### src/rtl/fifo_unpacker.sv
`default_nettype none
//------------------------------------------------------------------------------
// Module   : fifo_unpacker
// Brief    : Drains PAR_READ-word groups from a parallel-read FIFO as a
//            single-word valid/ready stream, word 0 first. Define
//            UNPACK_PREFETCH_EN to pop the next group on the last-word
//            handshake (gapless groups).
// Revision : 1.0 - initial release
//------------------------------------------------------------------------------
module fifo_unpacker #(
  parameter int SIZE     = 16,
  parameter int PAR_READ = 4,
  parameter int IDX_W    = (PAR_READ > 1) ? $clog2(PAR_READ) : 1
) (
  input  logic                     clk,
  input  logic                     rstn,
  input  logic                     clear,
  input  logic                     fifo_empty,
  input  logic [SIZE*PAR_READ-1:0] fifo_dout,
  output logic                     fifo_ren,
  output logic                     m_valid,
  input  logic                     m_ready,
  output logic [SIZE-1:0]          m_data,
  output logic                     m_first,
  output logic                     m_last,
  output logic                     busy
);

  localparam logic [IDX_W-1:0] c_last_idx = IDX_W'(PAR_READ - 1);

  typedef enum logic [0:0] {
    LOAD  = 1'b0,
    DRAIN = 1'b1
  } state_t;

  state_t                     r_state;
  state_t                     w_state_nxt;
  logic [IDX_W-1:0]           r_idx;
  logic [IDX_W-1:0]           w_idx_nxt;
  logic [SIZE*PAR_READ-1:0]   r_hold;
  logic                       w_ren;
  logic [SIZE-1:0]            w_words [PAR_READ];

  genvar k;
  generate
    for (k = 0; k < PAR_READ; k++) begin : g_words
      assign w_words[k] = r_hold[k*SIZE +: SIZE];
    end
  endgenerate

  always_comb begin
    w_ren       = 1'b0;
    w_state_nxt = r_state;
    w_idx_nxt   = r_idx;
    case (r_state)
      LOAD: begin
        w_ren = !fifo_empty;
        if (w_ren) begin
          w_state_nxt = DRAIN;
          w_idx_nxt   = '0;
        end
      end
      DRAIN: begin
        // m_valid is always high here, so m_ready alone marks the handshake
        if (m_ready) begin
          if (r_idx != c_last_idx) begin
            w_idx_nxt = r_idx + 1'b1;
          end else begin
`ifdef UNPACK_PREFETCH_EN
            w_ren = !fifo_empty;
            if (w_ren) begin
              w_idx_nxt = '0;
            end else begin
              w_state_nxt = LOAD;
            end
`else
            w_state_nxt = LOAD;
`endif
          end
        end
      end
      default: w_state_nxt = LOAD;
    endcase
    // A pop during reset or flush would be lost, so suppress it
    if (!rstn || clear) begin
      w_ren = 1'b0;
    end
  end

  always_ff @(posedge clk) begin
    if (!rstn || clear) begin
      r_state <= LOAD;
      r_idx   <= '0;
      r_hold  <= '0;
    end else begin
      r_state <= w_state_nxt;
      r_idx   <= w_idx_nxt;
      if (w_ren) begin
        r_hold <= fifo_dout;
      end
    end
  end

  assign fifo_ren = w_ren;
  assign m_valid  = (r_state == DRAIN);
  assign busy     = (r_state == DRAIN);
  assign m_data   = w_words[r_idx];
  assign m_first  = m_valid && (r_idx == '0);
  assign m_last   = m_valid && (r_idx == c_last_idx);

endmodule
`default_nettype wire

### config.mk
export PLATFORM = sky130hd
export DESIGN_NAME = fifo_unpacker
export DESIGN_NICKNAME = d
export VERILOG_FILES = /design/src/rtl/fifo_unpacker.sv
export SDC_FILE = /design/constraint.sdc
export NUM_CORES = 1
export LEC_CHECK = 0
export ABC_AREA = 1
export CAP_MARGIN = 40
export CORE_AREA = 3 3 88 90
export CTS_CLUSTER_SIZE = 40
export DETAILED_ROUTE_END_ITERATION = 16
export DIE_AREA = 0 0 91 93
export PLACE_DENSITY = 0.7
export SLEW_MARGIN = 20
export SYNTH_ARGS = -nofsm -noshare
export SYNTH_HDL_FRONTEND = slang
export SYNTH_SLANG_ARGS = --single-unit
### constraint.sdc
create_clock -name clk -period 2.3 [get_ports clk]
set_input_delay 0.345 -clock clk [delete_from_list [all_inputs] [get_ports clk]]
set_output_delay 0.345 -clock clk [all_outputs]
set_load 0.03 [all_outputs]
## Word-level counts from Yosys, hierarchy flattened

Index checks and enable logic that the tools add are counted.

| operators by class | value |
|---|---|
| $add $sub $neg | 1 |
| magnitude comparators | 1 |
| equal/unequal tests | 5 |
| muxes and demuxes | 13 |
| bitwise gates (word level) | 2 |
| reductions and logical operators | 7 |

Operators with widths:

| cell | count |
|---|---|
| binary-select mux 16 bit (select 2 bit) | 1 |
| 2-to-1 mux 16 bit | 2 |
| 2-to-1 mux 2 bit | 3 |
| != test 2 bit, second input constant | 3 |
| 2-to-1 mux 1 bit | 5 |
| one-hot mux 2 bit (2 select lines) | 1 |
| greater-or-equal comparator 3 bit, second input constant | 1 |
| NOT 2 -> 3 bit | 1 |
| AND reduction 3 bit | 1 |
| adder 2 x 1 -> 2 bit, second input constant | 1 |
| == test 2 bit, second input constant | 1 |
| logical AND 1 bit | 2 |
| logical NOT 1 bit | 2 |
| logical NOT 2 bit | 1 |
| != test 2 x 1 -> 1 bit, second input constant | 1 |
| one-hot mux 1 bit (2 select lines) | 1 |
| logical OR 1 bit | 1 |
| NOT 1 bit | 1 |

| word-level totals | value |
|---|---|
| bits in registers | 67 |
| output and inout bits | 21 |
| logic and storage cells | 32 |

## Logic depth before layout (Yosys ltp)

| logic depth | value |
|---|---|
| depth after elaboration | 4 |
| gate-level depth with buffers | 6 |

## Worst setup path before layout

No wires, ideal clock.

| timing path | value |
|---|---|
| path kind | flip-flop to output port |
| start | register r_idx[0] |
| end | output port m_data[0] |
| arrival | 1.259 ns |
| slack | 0.696 ns |
| stages on the path, launching flop included | 4 |
| buffers on the path | 1 |
| path through | dfxtp_1 > clkbuf_1 > nor2_1 > o22ai_1 |

| on the way | value |
|---|---|
| word-level cells in the longest chain between the ends | 4 |

RTL lines:

| element | RTL line | text |
|---|---|---|
| start, declared | 38 | `logic [IDX_W-1:0] r_idx;` |
| start signal, assigned | 97 | `r_idx <= w_idx_nxt;` |
| NOT 2 -> 3 bit (not written as such) | 107 | `assign m_data = w_words[r_idx];` |
| binary-select mux 16 bit (select 2 bit) | 107 |  |
| 2-to-1 mux 16 bit (not written as such) (2 in series) | 107 |  |
| end, declared | 23 | `output logic [SIZE-1:0] m_data,` |

Every way passes these cells. The select of a mux whose other input is x is not followed.

## Worst setup path in the final report

| timing path | value |
|---|---|
| start | register r_idx[0] |
| end | output port m_data[1] |

Same word-level chain as after synthesis.

==> metrics.md <==
| Metric | Value |
|---|---|
| Status | completed |
| Die ar. | 8460 µm² |
| Area Overhead vs Synth | 39.0% |
| Reg-to-reg endpoint | r_idx[1] |
| I/O Buffers | 89 |
| Routability Congestion | between 0.8 and 0.9 |
| Sum of buffers and inverters on the critical path | 2 |
| Share of layout cells above drive strength 1 | 6.46% |
| Fin crit period | about 2.1 ns |
| Crit start category | flop |
| TNS Setup | 0 ns |
| Simple-Gate Fraction of Synth Area | 23.1% |
| Final #Nets | around 550 |
| H-tree Lvls | 3 |
| Clock Skew | 0.00575 ns |
| Worst-margin pin slew | 0.371 ns |
| Syn avg cell area | 7.20 µm² |
| # setup viols final | 0 |
| Crit Path Category | reg -> out |
| Seq cells post-synth | 67 |
| CP top delay family | buffers and inverters |
| R2r setup slk | 0.84 ns |
| Remaining DRCs | 0 |
| Reg area | around 1300 µm² |
| Critical-path cell list | buf_4, o21ai_0, o22ai_1, dlygate4sd2_1 |
| Critical Path End | m_data[1] |
| Register area share after synthesis | 47.1% |
| Critical path startpoint | r_idx[0] |
| Post-DP HPWL | 5370 µm |
| Mux contribution to synthesized area | 0% |
| Largest family of logic cells by synthesized area | simple AND/OR/NAND/NOR gates |
| Syn nets | 466 |
| Max Slew Vio Count | 0 |
| Routed Antenna Nets | 0 |
| CP endpoint kind | output port |
| Worst flop-to-flop path startpoint | busy |
| Synth Area in Compound Gates | 21.1% |
| Setup WS pre-CTS | slightly above 0.3 ns |
| Worst hold start | r_hold[9] |
| Post-CTS resize count | 15 |
| Root cell of the clock tree | clkbuf_8 |
| IO Pins | 90 |
| Max frequency | between 400 and 500 MHz |
| CTS tree | built |
| Clk sinks | 67 |
| Yosys warnings | 0 |
| CP max FO | 16 |
| Setup bufs post-CTS | 0 |
| Die Wd | 91 µm |
| Num rows | 31 |
| Slowest CP cell | dfxtp_1 |
| Clk buf depth | 2 |
| Clock transition at path regs | approximately 0.07 ns |
| Maxcap violations | 0 |
| Multi-input logic area | 1290 µm² |
| Total power | roughly 2.6 mW |
| First-pass GRT wire length | 12800 µm |
| Filler Cell Count | 703 |
| Synth Cell Area | 2850 µm² |
| WL per Instance | 13.3 µm |
| DR vias | 2809 |
| Via count of the first global-routing pass | 2673 |
| Final setup margin | 0.235 ns |
| Post-synthesis adder-cell area fraction | 0.880% |
| Synth Instances | 395 |
| Cell count after placement | ~560 |
| Pleak | 1.73 nW |
| Cell area power density | between 600 and 700 nW/µm² |
| Fin crit share | 89.8% |
| Hold Fails Final Rpt | 0 |
| Unrepaired setup endpoints after global routing | false |
| Slowest stage delay, CP | 0.42 ns |
| Vias per cell | 4.85 |
| GRT overflow | 0 |
| Worst Reg-to-Reg Cells | 5 |
| Maximum number of pins on one net before global-route repair | 40 |
| Max VDD drop | ~0.29 mV |
| Drt pass-1 iters | 4 |
| WP depth | 4 |
| Hold buffers post-CTS | 0 |
| Die height | 93 µm |
| Max-slew headroom | between 70% and 80% |
| Cell variety after synth | 21 |
| Initial core utilization | 39.9% |
| GRT Overall Usage | 18.6% |
| Hold crit path type | reg -> reg |
| Inserted Diodes | 0 |
| WP data required | 1.96 ns |
| Clock latency on the worst-skew pair | 0.33 ns |
| Initial antenna violation count | 0 |
| Routed WL | 7690 µm |
| Critical Path AT | 1.72 ns |
| 1st-iter DRT viols | 200 |
| Post-Synth XOR/XNOR Area | 0% |
| Area of the core | 7140 µm² |
| TritonCTS Buffers | 9 |
| Fin cells | 579 |
-- cell usage in the layout (no fill, tap or decap) --
cell	instances
inv_4	1
bufinv_16	1
buf_4	11
clkbuf_1	2
nand2_1	4
clkbuf_8	11
dfxtp_1	67
clkinv_2	1
dlygate4sd2_1	15
nand2_4	1
nor2_4	1
nand3_1	2
clkdlybuf4s50_1	70
nand4_1	1
o21ai_0	37
a21oi_1	3
dlymetal6s2s_1	1
inv_2	2
o21ai_1	60
o22ai_1	16
nor2_1	162
buf_12	2
ha_1	2
inv_1	7
-- state kept, by name, indices dropped and copies added, names as in the netlist --
name    count
r_hold     64
r_idx       2
busy        1
-- cells in the mapped netlist --
cell type,count,area (µm²)
nor2_1,162,608
dfxtp_1,67,1340
nand4_1,1,6.26
inv_1,7,26.3
buf_1,1,3.75
clkbuf_2,1,5.00
inv_4,1,6.26
o21ai_0,37,185
o22ai_1,16,100
nor2_2,1,6.26
nand2_1,4,15.0
inv_2,2,7.51
a21oi_1,3,15.0
buf_2,12,60.1
o21ai_1,60,300
buf_4,7,52.6
ha_1,2,25.0
nand3_1,2,10.0
buf_6,4,45.0
clkbuf_1,4,15.0
nand2_4,1,11.3
-- worst reg2reg max path, cell delays in order (launching register included) --
cell	delay, ns
dfxtp_1	0.47
inv_2	0.07
nand2_4	0.18
buf_4	0.39
nand3_1	0.13
a21oi_1	0.15
-- through the flow --
step / instance area [µm²] / util, % / hold WS, ns
detailed placement: 3780 / 52.9 / 0.482
global route: 3950 / 55.4 / 0.531
global placement: 3780 / 52.9 / 0.478
finish: 3950 / 55.4 / 0.496
floorplan: 2850 / - / 0.434
CTS: 3950 / 55.4 / 0.503
-- metal layers --
metal,up-vias,wire (µm),GRT usage (%)
met1,1256,3480,24.4
met4,0,107,5.53
met5,-,0,0
met3,11,512,6.03
met2,84,3590,29.3
li1,1458,-,-
-- how the worst min path moves through the flow --
| stage | depth (start not counted) | end |
|---|---|---|
| 2_1_floorplan | 1 | busy |
| 3_3_place_gp | 2 | r_hold[25] |
| 3_5_place_dp | 2 | r_hold[17] |
| 4_1_cts | 2 | r_hold[40] |
| 5_1_grt | 2 | r_hold[59] |
| 6_report | 2 | r_hold[9] |
-- final cells by class --
cell class                      count  share of cell area (%)
Inverter                           10                    1.01
Sequential cell                    67                    33.9
Tap cell                           99                    3.13
Clock buffer                       13                    4.02
Clock inverter                      2                   0.886
Multi-Input combinational cell    289                    32.6
Timing Repair Buffer               99                    24.5
-- cell families (layout without fill, tap and decap cells) --
kind of cell	after synthesis	after routing
flops	67	67
simple gates	171	171
buf+inv	39	124
compound gates	116	116
fa+ha+maj	2	2
-- power by group --
part           switching [mW]  total [mW]  internal (mW)
clock                   0.407       0.960          0.553
sequential             0.0295        1.24           1.21
combinational           0.192       0.375          0.182
total                   0.629        2.58           1.95
Power figures use the tool's default switching activity.
